**config.mk**
```make
export PLATFORM = sky130hd
export DESIGN_NAME = vga_sync_gen
export DESIGN_NICKNAME = d
export VERILOG_FILES = /design/src/rtl/vga_sync_gen.sv
export SDC_FILE = /design/constraint.sdc
export NUM_CORES = 1
export LEC_CHECK = 0
export BUFFER_PORTS_ARGS = -buffer_cell sky130_fd_sc_hd__buf_2
export CORE_MARGIN = 8
export CORE_UTILIZATION = 53
export DETAILED_ROUTE_END_ITERATION = 8
export GPL_ROUTABILITY_DRIVEN = 0
export PLACE_DENSITY_LB_ADDON = 0.12
export SLEW_MARGIN = 20
export SYNTH_ARGS = -nofsm -noshare
export SYNTH_HDL_FRONTEND = slang
export SYNTH_SLANG_ARGS = --single-unit
```
**constraint.sdc**
```tcl
create_clock -name clk -period 3.1 [get_ports clk]
set_clock_uncertainty 0.1 [all_clocks]
set_input_delay 0.155 -clock clk [delete_from_list [all_inputs] [get_ports clk]]
set_output_delay 0.155 -clock clk [all_outputs]
set_load 0.02 [all_outputs]
```
**src/rtl/vga_sync_gen.sv**
```systemverilog
// Raster timing generator: pixel-tick divider, x/y counters, registered sync/video/frame strobes.
// Optional frame counter output enabled by defining VGA_SYNC_FRAME_CNT_EN.
module vga_sync_gen #(
  parameter int PIX_DIV = 2,
  parameter int H_DISP  = 640,
  parameter int H_FP    = 16,
  parameter int H_SYNC  = 96,
  parameter int H_BP    = 48,
  parameter int V_DISP  = 480,
  parameter int V_FP    = 10,
  parameter int V_SYNC  = 2,
  parameter int V_BP    = 33
) (
  input  logic       clk,
  input  logic       rst_n,
  input  logic       enable,
  output logic       p_tick,
  output logic [9:0] x,
  output logic [9:0] y,
  output logic       hsync_n,
  output logic       vsync_n,
  output logic       video_on,
  output logic       frame_start
`ifdef VGA_SYNC_FRAME_CNT_EN
  ,
  output logic [7:0] frame_cnt
`endif
);

  localparam int H_TOTAL = H_DISP + H_FP + H_SYNC + H_BP;
  localparam int V_TOTAL = V_DISP + V_FP + V_SYNC + V_BP;
  localparam int DIV_W   = (PIX_DIV > 1) ? $clog2(PIX_DIV) : 1;

  localparam logic [DIV_W-1:0] DIV_LAST = DIV_W'(PIX_DIV - 1);
  localparam logic [DIV_W-1:0] DIV_ONE  = DIV_W'(1);
  localparam logic [9:0] H_LAST   = 10'(H_TOTAL - 1);
  localparam logic [9:0] V_LAST   = 10'(V_TOTAL - 1);
  localparam logic [9:0] H_VIS    = 10'(H_DISP);
  localparam logic [9:0] V_VIS    = 10'(V_DISP);
  localparam logic [9:0] HS_START = 10'(H_DISP + H_FP);
  localparam logic [9:0] HS_END   = 10'(H_DISP + H_FP + H_SYNC - 1);
  localparam logic [9:0] VS_START = 10'(V_DISP + V_FP);
  localparam logic [9:0] VS_END   = 10'(V_DISP + V_FP + V_SYNC - 1);

  logic [DIV_W-1:0] div_r, div_nxt_s;
  logic [9:0]       x_r, y_r, x_nxt_s, y_nxt_s;
  logic             hsync_n_r, vsync_n_r, video_on_r, frame_start_r;
  logic             p_tick_s, wrap_s, hs_nxt_s, vs_nxt_s, vo_nxt_s;

  assign p_tick_s = enable && (div_r == DIV_LAST);

  // Next-state divider/counters plus sync decode of the next position (zero skew to x/y).
  always_comb begin
    div_nxt_s = div_r;
    x_nxt_s   = x_r;
    y_nxt_s   = y_r;
    wrap_s    = 1'b0;
    if (enable) begin
      if (div_r == DIV_LAST) begin
        div_nxt_s = '0;
      end else begin
        div_nxt_s = div_r + DIV_ONE;
      end
    end else begin
      div_nxt_s = div_r;
    end
    if (p_tick_s) begin
      if (x_r == H_LAST) begin
        x_nxt_s = 10'd0;
        if (y_r == V_LAST) begin
          y_nxt_s = 10'd0;
          wrap_s  = 1'b1;
        end else begin
          y_nxt_s = y_r + 10'd1;
        end
      end else begin
        x_nxt_s = x_r + 10'd1;
      end
    end else begin
      x_nxt_s = x_r;
    end
    hs_nxt_s = !((x_nxt_s >= HS_START) && (x_nxt_s <= HS_END));
    vs_nxt_s = !((y_nxt_s >= VS_START) && (y_nxt_s <= VS_END));
    vo_nxt_s = (x_nxt_s < H_VIS) && (y_nxt_s < V_VIS);
  end

  // Raster state and decoded outputs.
  always_ff @(posedge clk or negedge rst_n) begin
    if (!rst_n) begin
      div_r         <= '0;
      x_r           <= 10'd0;
      y_r           <= 10'd0;
      hsync_n_r     <= 1'b1;
      vsync_n_r     <= 1'b1;
      video_on_r    <= 1'b1;
      frame_start_r <= 1'b0;
    end else begin
      div_r         <= div_nxt_s;
      x_r           <= x_nxt_s;
      y_r           <= y_nxt_s;
      hsync_n_r     <= hs_nxt_s;
      vsync_n_r     <= vs_nxt_s;
      video_on_r    <= vo_nxt_s;
      frame_start_r <= wrap_s;
    end
  end

`ifdef VGA_SYNC_FRAME_CNT_EN
  logic [7:0] frame_cnt_r;

  // Free-running frame count for blink timing; wraps naturally at 8 bits.
  always_ff @(posedge clk or negedge rst_n) begin
    if (!rst_n) begin
      frame_cnt_r <= 8'd0;
    end else if (wrap_s) begin
      frame_cnt_r <= frame_cnt_r + 8'd1;
    end else begin
      frame_cnt_r <= frame_cnt_r;
    end
  end

  assign frame_cnt = frame_cnt_r;
`endif

  assign p_tick      = p_tick_s;
  assign x           = x_r;
  assign y           = y_r;
  assign hsync_n     = hsync_n_r;
  assign vsync_n     = vsync_n_r;
  assign video_on    = video_on_r;
  assign frame_start = frame_start_r;

endmodule
```
======== After elaboration in Yosys (flattened, before gate mapping) ========
Index checks and enable logic that the tools add are counted.
word-level totals
  output and inout port bits .............. 25
  RAM bits ................................ 0
  latch bits .............................. 0
  register bits ........................... 25
  memories kept ........................... 0
  bits in read-only memories .............. 0
  bits of input ports ..................... 3
cells by class
  bitwise logic cells ..................... 0
  div/mod/pow operators ................... 0
  $mul .................................... 0
  $add $sub $neg .......................... 3
  mux-type cells .......................... 9
  magnitude comparators ................... 6
  shift operators ......................... 0
  reduce and logical (&&, ||, !) cells .... 6
  equality and inequality tests ........... 2
operator list
  kind                                                   count
  two-way mux 10 bit                                     5
  adder 10 x 1 -> 10 bit (second input constant)         2
  == test 10 bit (second input constant)                 2
  >= comparator 10 bit (second input constant)           1
  >= comparator 10 x 9 -> 1 bit (second input constant)  1
  <= comparator 10 bit (second input constant)           1
  <= comparator 10 x 9 -> 1 bit (second input constant)  1
  < comparator 10 bit (second input constant)            1
  < comparator 10 x 9 -> 1 bit (second input constant)   1
  logical AND 1 bit                                      4
  two-way mux 1 bit                                      4
  zero test 1 bit                                        2
  adder 1 bit (second input constant)                    1

======== Logic depth before layout (Yosys ltp) ========
  depth after elaboration ................. 7
  gate-level depth with buffers ........... 8
  gate-level depth less buffers ........... 8

======== Least setup slack after synthesis ========
OpenSTA, ideal clock, no wires.
  path kind ............................... register to register
  start point ............................. register x_r[0], in the netlist x[0]
  end point ............................... register vsync_n_r, in the netlist vsync_n
  data arrival time ....................... 2.188 ns
  period minus slack after synthesis ...... 2.376 ns
  slack ................................... 0.724 ns
  cell stages (with the launch flop) ...... 8
  setup time .............................. 0.088 ns
  cell sequence ........................... dfrtp_1 ha_1 or4b_4 or4_4 nor2_4 a32oi_1 o22ai_1 nand4_1
between the ends
  longest elaborated chain between the ends .. 6
  elaborated cells on any way between the ends .. 7
  classes of those cells .................. 2 x order compare; 1 x eq/ne; 2 x mux; 2 x reduce/logical
ends and longest elaborated chain
  item                                                                            line  source
  start: declaration                                                              46    logic [9:0] x_r, y_r, x_nxt_s, y_nxt_s;
  start signal: assignment                                                        99    x_r <= x_nxt_s;
  == test 10 bit (*)                                                              68    if (x_r == H_LAST) begin
  two-way mux 10 bit (*)                                                          68
  two-way mux 10 bit (*)                                                          67    if (p_tick_s) begin
  >= comparator 10 x 9 -> 1 bit or <= comparator 10 x 9 -> 1 bit (tied branches)  83    vs_nxt_s = !((y_nxt_s >= VS_START) && (y_nxt_s <= VS_END));
  logical AND 1 bit (*)                                                           83
  zero test 1 bit (*)                                                             83
  net vs_nxt_s                                                                    48    logic p_tick_s, wrap_s, hs_nxt_s, vs_nxt_s, vo_nxt_s;
  end signal: assignment                                                          102   vsync_n_r <= vs_nxt_s;
  end: declaration                                                                47    logic hsync_n_r, vsync_n_r, video_on_r, frame_start_r;
Mark *: on every way through the listed nets, which the timed path passes. The rest lies on a longest branch.
A chain may end at the register's enable or synchronous reset.

======== Final worst setup path ========
  start point ............................. register x_r[0], in the netlist x[0]
  end point ............................... register hsync_n_r, in the netlist hsync_n
between the ends
  longest elaborated chain between the ends .. 6
  elaborated cells on any way between the ends .. 8
  classes of those cells .................. 1 x add/sub; 2 x order compare; 1 x eq/ne; 2 x mux; 2 x reduce/logical
ends and longest elaborated chain
  item                                                          line    source
  adder 10 x 1 -> 10 bit or == test 10 bit (tied branches)      77, 68
  two-way mux 10 bit (*)                                        68
  two-way mux 10 bit (*)                                        67
  net x_nxt_s[5]                                                46
  >= comparator 10 bit or <= comparator 10 bit (tied branches)  82      hs_nxt_s = !((x_nxt_s >= HS_START) && (x_nxt_s <= HS_END));
  logical AND 1 bit (*)                                         82
  zero test 1 bit (*)                                           82
  net hs_nxt_s                                                  48
  end signal: assignment                                        101     hsync_n_r <= hs_nxt_s;
  end: declaration                                              47
Marked as above.

==> key figures <==
Critical path
  – Worst reg-to-reg setup slack: 0.55 ns
  – Kind of critical path: flop to flop
  – Reg2reg path depth: 7
  – Worst Path Arrival: ~2.7 ns
  – Startpoint Class: flop
  – Crit end category: flop
  – Crit-path max FO: 7
  – RR Startpoint: x[0]$_DFF_PN0_
  – RR Endpoint: hsync_n$_DFF_PN1_
  – Worst Path Required: ~3.3 ns

Timing
  – Final min period: 2.55 ns
  – RSZ-0062 raised after global routing: false
  – Final WS setup: 0.551 ns
  – Final Max Slew Viols: 0
  – Slew of the pin with the lowest slew margin: 0.563 ns
  – F_max: 0.392 GHz
  – Max_slew headroom: 0.621
  – Final Hold Fails: 0
  – Final setup viols: 0
  – Setup TNS: 0 ns
  – Final period util: 0.822
  – WHS: ~0.24 ns

Job
  – Max Cap Viol: 0

Placed design
  – Placed Cells: 183
  – Post-DP HPWL: about 2.2 mm
  – Pre-CTS setup slack: 0.595 ns
  – I/O Buffers: 27

Pwr
  – Leakage power: 0.706 nW
  – Power Density: 489 nW/um^2
  – Total power: between 0.7 and 0.8 mW
  – Worst vdd ir: 0.479 mV

GRT
  – GRT Residual Overflow: 0
  – Initial antenna violation count: 0
  – Busiest grt layer: met2
  – GRT Total Usage: 0.146
  – Met3 global-route usage: 0.0323
  – Global-route wire length before repair: 5.02 mm
  – Vias in the first global route: roughly 1100
  – Met1 Use GR: 0.167
  – Largest net degree at the start of global routing: 26
  – Grt met2 use: 0.245

Logic synthesis
  – Post-synthesis sequential area ratio: 0.492
  – Share of async-settable or async-resettable flops after synthesis: 1.00
  – Mapped Cells: 126
  – Post-synth cell types: 36
  – Post-Syn Area: about 1300 sq um
  – Main synth FF type: dfrtp_1
  – Synth top area share: 0.430
  – Top cells by area, synth: dfrtp_1 (43%), xnor2_1 (6.8%), dfstp_2 (6.2%), nand2_1 (4.7%), nand4_1 (3.4%)
  – Yosys reg bits: 25
  – Mapped Nets: 132
  – Post-synth EDFFs: 0
  – Synth cell count leaders: dfrtp_1 (22), nand2_1 (16), xnor2_1 (10)
  – Mean Syn Cell Area: 10.2 sq um
  – Yosys warns: 0
  – Most numerous cell in the Yosys netlist: dfrtp_1
  – Area leader, netlist: dfrtp_1

Clocking
  – Clock-pin slew on the worst setup and hold paths: roughly 0.14 ns
  – CTS tree: done
  – Sink Count: 25
  – Postcts setup bufs: 0
  – Clk_lat worst skew: ~0.32 ns
  – Clock Path Buffers: 2
  – Gates resized, CTS repair: 0
  – CTS H-tree depth: 1
  – Clock root cell: clkbuf_4
  – TritonCTS buffer count: 3

Cells and area
  – Inserted Diodes: 0
  – Area Growth Syn to Fin: 17.4%
  – Share of layout cells above drive strength 1: 0.270
  – Nets@finish: 166
  – Final Non-Filler Cells: 189

Route
  – DRC: 0
  – DR WL/cell: 15.1 um
  – Starting DRT DRC Count: 49
  – Final ANT Viol Nets: 0
  – Drt pass-1 iters: 4
  – DRT Wirelength: 2.86 mm
  – Avg Vias per Cell: between 5 and 6
  – Via count: 1093

Floorplan
  – Die width: 65.1 um
  – Initial Util: 0.536
  – Die H: 65.1 um
  – Die Area: 4240 sq um
  – Core Area: 2390 sq um
  – FP Rows: 18
  – # IOs: 28

Status
  – Status: completed

Min path
  – Worst Hold Class: input port to asynchronous set/reset pin
sequential cells by signal, indices dropped and copies added, names as in the netlist:
signal       flops
x               10
y               10
div_r            1
frame_start      1
hsync_n          1
video_on         1
vsync_n          1
how the worst max path moves through the flow:
stage                    from            endpoint  slack (ns)  cells after the start
2_1_floorplan  x[0]$_DFF_PN0_   vsync_n$_DFF_PN1_        0.72                      7
4_1_cts        x[0]$_DFF_PN0_   hsync_n$_DFF_PN1_        0.56                      7
6_report       x[0]$_DFF_PN0_   hsync_n$_DFF_PN1_        0.55                      7
3_5_place_dp   x[0]$_DFF_PN0_   hsync_n$_DFF_PN1_        0.60                      7
5_1_grt        x[0]$_DFF_PN0_   vsync_n$_DFF_PN1_        0.32                      7
3_3_place_gp   x[0]$_DFF_PN0_  video_on$_DFF_PN1_        0.64                      7
timing repair:
action | CTS | global route
setup endpoints to repair | 0 | 0
endpoints found under the hold margin | 23 | 0
hold buffers | 2 | 0
cells by family (layout without fill, tap and decap cells):
logic type      Yosys count  in the layout  share of synthesized area
xor+xnor                 13             13                     0.0890
flops                    25             25                      0.492
mux                       1              1                    0.00880
buf+inv                   8             41                     0.0264
compound gates           16             16                     0.0792
fa+ha+maj                 3              3                     0.0293
simple gates             60             60                      0.276
critical path, cell delays in order, from the launching register on:
cell	delay (ns)
dfrtp_1	0.43
ha_1	0.22
or4b_4	0.50
nor4_2	0.51
buf_4	0.25
a21oi_2	0.05
or3_1	0.37
nand3_1	0.09
cells in the final DEF (no fill, tap or decap), types with 6 or more instances in the layout:
cell     instances
buf_2           27
dfrtp_1         22
inv_1            7
nand2_1         16
nand3_1          7
nand4_1          7
nor2_1           6
nor3_1           6
o21ai_0          6
xnor2_1         10
stage by stage:
| stage | instance area, sq um | util |
|---|---|---|
| final | 1500 | 0.629 |
| after global routing | 1500 | 0.629 |
| after CTS | 1500 | 0.629 |
| after detailed placement | 1450 | 0.608 |
| after global placement | 1450 | 0.608 |
| after floorplan | 1280 | - |
routing by layer:
metal  share of wire  vias to the layer above
met5               0                        -
met4           0.032                        0
met3           0.057                       11
met2            0.48                       44
met1            0.43                      516
li1                -                      522
final cells by class:
type	count	area, sq um
clock buffer	3	22.5
clock inverter	1	7.51
fill	223	885
inverter	7	26.3
multi-input combinational	93	617
sequential	25	629
tap	30	37.5
timing repair buffer	30	163
where the power goes:
part | total (mW) | switching, mW | internal (mW)
clock network | 0.147 | 0.0980 | 0.0492
registers | 0.411 | 0.0491 | 0.362
logic | 0.176 | 0.108 | 0.0679
Power figures use the tool's default switching activity.
